[config.mk]
export PLATFORM = sky130hd
export DESIGN_NAME = connect_count_accumulator_flat
export DESIGN_NICKNAME = d
export VERILOG_FILES = /design/src/rtl/connect_count_accumulator_if.sv /design/src/rtl/connect_count_accumulator.sv /design/src/flat_wrapper.sv
export SDC_FILE = /design/constraint.sdc
export NUM_CORES = 1
export LEC_CHECK = 0
export ABC_AREA = 1
export CAP_MARGIN = 20
export CORE_ASPECT_RATIO = 1.5
export CORE_MARGIN = 5
export CORE_UTILIZATION = 29
export CTS_BUF_LIST = sky130_fd_sc_hd__clkbuf_8
export CTS_CLUSTER_DIAMETER = 60
export DETAILED_ROUTE_END_ITERATION = 16
export SLEW_MARGIN = 10
export SYNTH_ARGS = -nofsm -noshare
export SYNTH_HDL_FRONTEND = slang
export SYNTH_SLANG_ARGS = --single-unit
[constraint.sdc]
create_clock -name clk -period 2.34 [get_ports clk]
set_clock_uncertainty 0.2 [all_clocks]
set_input_delay 0.702 -clock clk [delete_from_list [all_inputs] [get_ports clk]]
set_output_delay 0.702 -clock clk [all_outputs]
set_load 0.02 [all_outputs]
[src/rtl/connect_count_accumulator_if.sv]
// rtl/connect_count_accumulator_if.sv - result stream and collector handshake bundle for the accumulator
interface connect_count_accumulator_if #(
  parameter int EXTRA_DATA_WIDTH = 14,
  parameter int SUM_WIDTH        = 48,
  parameter int COUNT_WIDTH      = 32
);
  logic                        startTop;
  logic [COUNT_WIDTH-1:0]      expectedCount;
  logic                        done;
  logic [5:0]                  resultCount;
  logic [EXTRA_DATA_WIDTH-1:0] extraDataIn;
  logic                        resultValid;
  logic                        resultAck;
  logic [SUM_WIDTH-1:0]        sumOut;
  logic [COUNT_WIDTH-1:0]      countOut;
  logic [EXTRA_DATA_WIDTH-1:0] checksumOut;
  logic                        overflow;
  logic                        busy;
  logic                        strayError;

  // Driver side: compute stage plus collector
  modport master (
    output startTop, expectedCount, done, resultCount, extraDataIn, resultAck,
    input  resultValid, sumOut, countOut, checksumOut, overflow, busy, strayError
  );

  // Accumulator side
  modport slave (
    input  startTop, expectedCount, done, resultCount, extraDataIn, resultAck,
    output resultValid, sumOut, countOut, checksumOut, overflow, busy, strayError
  );
endinterface

[src/rtl/connect_count_accumulator.sv]
// rtl/connect_count_accumulator.sv - per-top sum of 2^resultCount with bot-index XOR checksum
module connect_count_accumulator #(
  parameter int EXTRA_DATA_WIDTH = 14,
  parameter int SUM_WIDTH        = 48,
  parameter int COUNT_WIDTH      = 32
) (
  input  logic                            clk,
  input  logic                            rst_n,
  connect_count_accumulator_if.slave      bus
);

  localparam logic [1:0] ST_IDLE   = 2'd0;
  localparam logic [1:0] ST_ACCUM  = 2'd1;
  localparam logic [1:0] ST_DRAIN  = 2'd2;
  localparam logic [1:0] ST_RESULT = 2'd3;

  localparam logic [SUM_WIDTH-1:0] ONE = {{(SUM_WIDTH-1){1'b0}}, 1'b1};

  logic [1:0]                  state_q, state_d;
  logic [COUNT_WIDTH-1:0]      expected_q, expected_d;
  logic [COUNT_WIDTH-1:0]      received_q, received_d;
  logic [EXTRA_DATA_WIDTH-1:0] checksum_q, checksum_d;
  logic [SUM_WIDTH-1:0]        v_q, v_d;
  logic [SUM_WIDTH-1:0]        sum_q, sum_d;
  logic                        overflow_q, overflow_d;
  logic                        result_valid_q, result_valid_d;
  logic                        busy_q, busy_d;
  logic                        stray_error_q, stray_error_d;
  logic [SUM_WIDTH:0]          sum_ext;

  // Next-state: stage-0 capture of 2^rc, stage-1 add with carry detection, top sequencing
  always_comb begin
    state_d       = state_q;
    expected_d    = expected_q;
    received_d    = received_q;
    checksum_d    = checksum_q;
    overflow_d    = overflow_q;
    v_d           = '0;
    stray_error_d = bus.done && (state_q != ST_ACCUM);

    // Stage 1 always folds in whatever stage 0 captured last cycle (zero when idle)
    sum_ext = {1'b0, sum_q} + {1'b0, v_q};
    sum_d   = sum_ext[SUM_WIDTH-1:0];
    if (sum_ext[SUM_WIDTH]) begin
      overflow_d = 1'b1;
    end

    case (state_q)
      ST_IDLE: begin
        if (bus.startTop) begin
          expected_d = bus.expectedCount;
          received_d = '0;
          checksum_d = '0;
          sum_d      = '0;
          overflow_d = 1'b0;
          state_d    = (bus.expectedCount == '0) ? ST_DRAIN : ST_ACCUM;
        end
      end
      ST_ACCUM: begin
        if (bus.done) begin
          received_d = received_q + COUNT_WIDTH'(1);
          checksum_d = checksum_q ^ bus.extraDataIn;
          // Exponents past the accumulator cannot be represented; flag instead of adding
          if (32'(bus.resultCount) >= 32'(SUM_WIDTH)) begin
            overflow_d = 1'b1;
          end else begin
            v_d = ONE << bus.resultCount;
          end
          if (received_d == expected_q) begin
            state_d = ST_DRAIN;
          end
        end
      end
      ST_DRAIN: begin
        state_d = ST_RESULT;
      end
      default: begin
        if (bus.resultAck) begin
          state_d = ST_IDLE;
        end
      end
    endcase

    result_valid_d = (state_d == ST_RESULT);
    busy_d         = (state_d != ST_IDLE);
  end

  // State and datapath registers; reset discards any partial top
  always_ff @(posedge clk or negedge rst_n) begin
    if (!rst_n) begin
      state_q        <= ST_IDLE;
      expected_q     <= '0;
      received_q     <= '0;
      checksum_q     <= '0;
      v_q            <= '0;
      sum_q          <= '0;
      overflow_q     <= 1'b0;
      result_valid_q <= 1'b0;
      busy_q         <= 1'b0;
      stray_error_q  <= 1'b0;
    end else begin
      state_q        <= state_d;
      expected_q     <= expected_d;
      received_q     <= received_d;
      checksum_q     <= checksum_d;
      v_q            <= v_d;
      sum_q          <= sum_d;
      overflow_q     <= overflow_d;
      result_valid_q <= result_valid_d;
      busy_q         <= busy_d;
      stray_error_q  <= stray_error_d;
    end
  end

  assign bus.resultValid = result_valid_q;
  assign bus.sumOut      = sum_q;
  assign bus.countOut    = received_q;
  assign bus.checksumOut = checksum_q;
  assign bus.overflow    = overflow_q;
  assign bus.busy        = busy_q;
  assign bus.strayError  = stray_error_q;

endmodule

[src/flat_wrapper.sv]
// flat-port wrapper written by rule: the top's interface ports become plain ports
module connect_count_accumulator_flat 
#(
  parameter int EXTRA_DATA_WIDTH = 14,
  parameter int SUM_WIDTH        = 48,
  parameter int COUNT_WIDTH      = 32
)
  (clk, rst_n, bus_startTop, bus_expectedCount, bus_done, bus_resultCount, bus_extraDataIn, bus_resultAck, bus_resultValid, bus_sumOut, bus_countOut, bus_checksumOut, bus_overflow, bus_busy, bus_strayError);
  connect_count_accumulator_if #(.EXTRA_DATA_WIDTH(EXTRA_DATA_WIDTH), .SUM_WIDTH(SUM_WIDTH), .COUNT_WIDTH(COUNT_WIDTH)) bus_i ();
  input  logic clk;
  input  logic rst_n;
  input wire logic [$bits(bus_i.startTop)-1:0] bus_startTop;
  input wire logic [$bits(bus_i.expectedCount)-1:0] bus_expectedCount;
  input wire logic [$bits(bus_i.done)-1:0] bus_done;
  input wire logic [$bits(bus_i.resultCount)-1:0] bus_resultCount;
  input wire logic [$bits(bus_i.extraDataIn)-1:0] bus_extraDataIn;
  input wire logic [$bits(bus_i.resultAck)-1:0] bus_resultAck;
  output wire logic [$bits(bus_i.resultValid)-1:0] bus_resultValid;
  output wire logic [$bits(bus_i.sumOut)-1:0] bus_sumOut;
  output wire logic [$bits(bus_i.countOut)-1:0] bus_countOut;
  output wire logic [$bits(bus_i.checksumOut)-1:0] bus_checksumOut;
  output wire logic [$bits(bus_i.overflow)-1:0] bus_overflow;
  output wire logic [$bits(bus_i.busy)-1:0] bus_busy;
  output wire logic [$bits(bus_i.strayError)-1:0] bus_strayError;
  assign bus_i.startTop = bus_startTop;
  assign bus_i.expectedCount = bus_expectedCount;
  assign bus_i.done = bus_done;
  assign bus_i.resultCount = bus_resultCount;
  assign bus_i.extraDataIn = bus_extraDataIn;
  assign bus_i.resultAck = bus_resultAck;
  assign bus_resultValid = bus_i.resultValid;
  assign bus_sumOut = bus_i.sumOut;
  assign bus_countOut = bus_i.countOut;
  assign bus_checksumOut = bus_i.checksumOut;
  assign bus_overflow = bus_i.overflow;
  assign bus_busy = bus_i.busy;
  assign bus_strayError = bus_i.strayError;
  connect_count_accumulator #(.EXTRA_DATA_WIDTH(EXTRA_DATA_WIDTH), .SUM_WIDTH(SUM_WIDTH), .COUNT_WIDTH(COUNT_WIDTH)) u_core (.clk(clk), .rst_n(rst_n), .bus(bus_i));
endmodule
==> out/qor.yml <==
run_status:
  status: "finished, violations left"
  violations: "setup timing"
floorplanning:
  core-area_um2: 37340
  initial_utilization_pct: 29.19
  die_width_um: 168.3
  rows: 87
  io_pins: 155
  die_area_um2: 41640
  fp.dieH_um: 247.4
drt:
  vias: 12870
  drt_iter0_drc: 623
  drt-wirelength-per-cell_um: 18.19
  drtAntennaViolNets: 0
  viasPerCell: 4.928
  firstDrtPassIters: 5
  wirelength_mm: 47.50
  route.detailed.drc: 0
setup_path:
  cp.arrival_ns: 2.82
  worst-setup-path-type: "flip-flop to flip-flop"
  start_kind: "flip-flop"
  cp.required_ns: 2.57
  cp_max_fo: 3
  worst_setup_path_end_kind: "flip-flop"
power_and_ir_drop:
  peakVddDrop_v: 0.0005456
  power_mw: 16.27
  power_density_nw_per_um2: 864.4
  p_leak_nw: 9.008
clocking:
  clock_latency_ns: 0.55
  cts_tree: "yes"
  root_buffer: "clkbuf_8"
  cts_made_buffers: 17
  clock-sinks: 180
  clkTransAtPathRegs_ns: 0.10
  cts_buffer_depth: 2
  htree_num_levels: 4
global_route:
  grt.met3_usage_pct: 2.533
  grt_pass1_wl_mm: 69.24
  gr-usage-met1_pct: 21.15
  grt_overflow: 0
  met2_usage_pct: 41.87
  globalRouteTotalUtil_pct: 21.58
  grt_max_degree: 50
  antenna_found_initial: 0
  grt-busiest-layer: "met2"
  grt_pass1_vias: 13020
yosys:
  async_flop_share_pct: 100.0
  ys_seq_area_share_pct: 41.33
  synth_cells: 1492
  synth_cell_type_count: 43
  synth-edff-count: 0
  ys_warn_count: 0
  synth_flop_cell: "dfrtp_1"
  synth_area_leaders: "dfrtp_1 (41%), nand2_1 (12%), nor2_1 (7.4%)"
  netlist.area_leader.share_pct: 41.33
  netlist_area_um2: 10900
  syn_area_per_cell_um2: 7.304
  syn_nets: 1599
  synth-seq-cells: 180
  synth_top_area_cell: "dfrtp_1"
cells_and_area:
  finalNetCount: 2217
  final_cell_mix: "buf_4 (444), nand2_1 (295), dfrtp_1 (165)"
  final_cells: 2612
  area_growth_pct: 72.69
  insertedDiodeCount: 0
  layout-drive-gt1-share_pct: 42.63
  layout_commonest_cell: "buf_4"
place:
  hpwl_mm: 35.74
  port_buffers: 154
  dp_cells: 2496
  place.gp.congestion: 0.9828
timing:
  timing.fmax_mhz: 386.4
  finalSetupViolations: 33
  period_minus_slack_ns: 2.588
  period_share_pct: 110.6
  relSlewSlack_pct: 66.60
  layout_setup_ws_ns: -0.2482
  rsz0062_at_grt: "yes"
  fin_hold_ws_ns: 0.3061
  drv_slew: 0
  tightest_slew_ns: 0.5010
  hold_violations: 0
run:
  drv_cap: 0
min_path:
  hold_class: "flip-flop to flip-flop"
==> worst paths after layout <==
kind,endpoint,depth (start not counted),start,slack (ns)
max in group asynchronous,u_core.bus.countOut[20],3,rst_n,0.85
hold reg to reg,u_core.expected_q[1],2,u_core.expected_q[1],0.31
setup / recovery,u_core.bus.sumOut[44],16,u_core.bus.sumOut[0],-0.25
setup reg to reg,u_core.bus.sumOut[44],16,u_core.bus.sumOut[0],-0.25
min in group asynchronous,u_core.bus.sumOut[14],2,rst_n,0.49
hold / removal,u_core.expected_q[1],2,u_core.expected_q[1],0.31
==> state kept, by name, indices dropped and copies added, names as in the netlist <==
signal                  cells
u_core.bus.busy             1
u_core.bus.countOut        32
u_core.v_q                 48
u_core.bus.overflow         1
u_core.expected_q          32
u_core.bus.resultValid      1
u_core.bus.checksumOut     14
u_core.state_q              2
u_core.bus.strayError       1
u_core.bus.sumOut          48
==> layer usage <==
metal | routed length [um] | up-vias | share of wire, %
li1 | - | 6174 | -
met1 | 16140 | 6118 | 34
met2 | 25540 | 418 | 54
met3 | 1801 | 162 | 3.8
met4 | 4022 | 0 | 8.5
met5 | 0 | - | 0
==> cell families (layout without fill, tap and decap cells) <==
family	count (synthesis)	after routing	share of synthesized area [%]
flip-flops	180	180	41.33
adder cells (fa/ha/maj)	50	50	5.809
AO/OA/AOI/OAI	298	298	14.99
AND/OR/NAND/NOR	741	741	29.01
XOR/XNOR	20	20	1.860
buffers and inverters	203	834	6.992
==> critical path, stage by stage (launching register included) <==
cell	delay (ns)
dfrtp_2	0.40
ha_4	0.14
inv_2	0.04
fa_2	0.35
inv_2	0.10
nand2_4	0.06
o21ai_4	0.14
a21oi_2	0.09
o21ai_2	0.22
nand2_1	0.08
nand4_1	0.11
a21o_1	0.24
nand2_1	0.09
nand2_2	0.07
nand2_1	0.05
nand2_1	0.05
nor2_1	0.04
==> Yosys cell counts (2+ instances only) <==
library cell / instances
a2111oi_0: 2
a211oi_1: 2
a21o_1: 10
a21oi_1: 105
a31oi_1: 18
clkbuf_1: 29
clkinv_1: 2
dfrtp_1: 180
ha_1: 49
inv_1: 168
inv_2: 3
nand2_1: 350
nand2_2: 8
nand3_1: 86
nand3_2: 2
nand3b_1: 17
nand4_1: 24
nor2_1: 216
nor2_2: 9
nor2_4: 3
nor3_1: 13
nor4_1: 7
o21a_1: 7
o21ai_0: 111
o21ai_1: 6
o21bai_1: 4
o22ai_1: 27
xnor3_1: 2
xor2_1: 18
==> power breakdown <==
group / internal [mW] / total, mW / switching (mW)
clock: 0.803 / 2.12 / 1.32
sequential: 4.08 / 5.09 / 1.01
combinational: 4.42 / 9.05 / 4.63
==> through the flow <==
| stage | setup slack (ns) | TNS (ns) | cell area [um2] | util (%) |
|---|---|---|---|---|
| after global placement | -0.5870 | -18.66 | 16080 | 43.07 |
| after CTS | -0.2403 | -2.104 | 17310 | 46.36 |
| after global routing | -0.3673 | -6.778 | 18820 | 50.40 |
| after detailed placement | -0.5346 | -18.92 | 16080 | 43.07 |
| final | -0.2482 | -2.781 | 18820 | 50.40 |
| after floorplan | -0.07286 | -0.09536 | 10960 | - |
==> timing repair <==
item,4_1_cts,5_1_grt
cloned,0,0
buffers inserted,39,53
pin swaps,31,94
endpoints found under the setup margin,139,58
hold endpoints to repair,43,0
hold buffers,1,0
resized for setup,352,353
==> final cells by class <==
cell class                      instances  area [um2]
Timing Repair Buffer                  629        5201
Multi-Input combinational cell       1109        7463
Sequential cell                       180        4523
Tap cell                              489       611.8
Inverter                              173       661.9
Clock inverter                         13       96.34
Fill cell                            3441       18520
Clock buffer                           19       261.5
No activity file was read; power rests on OpenSTA's default activity.
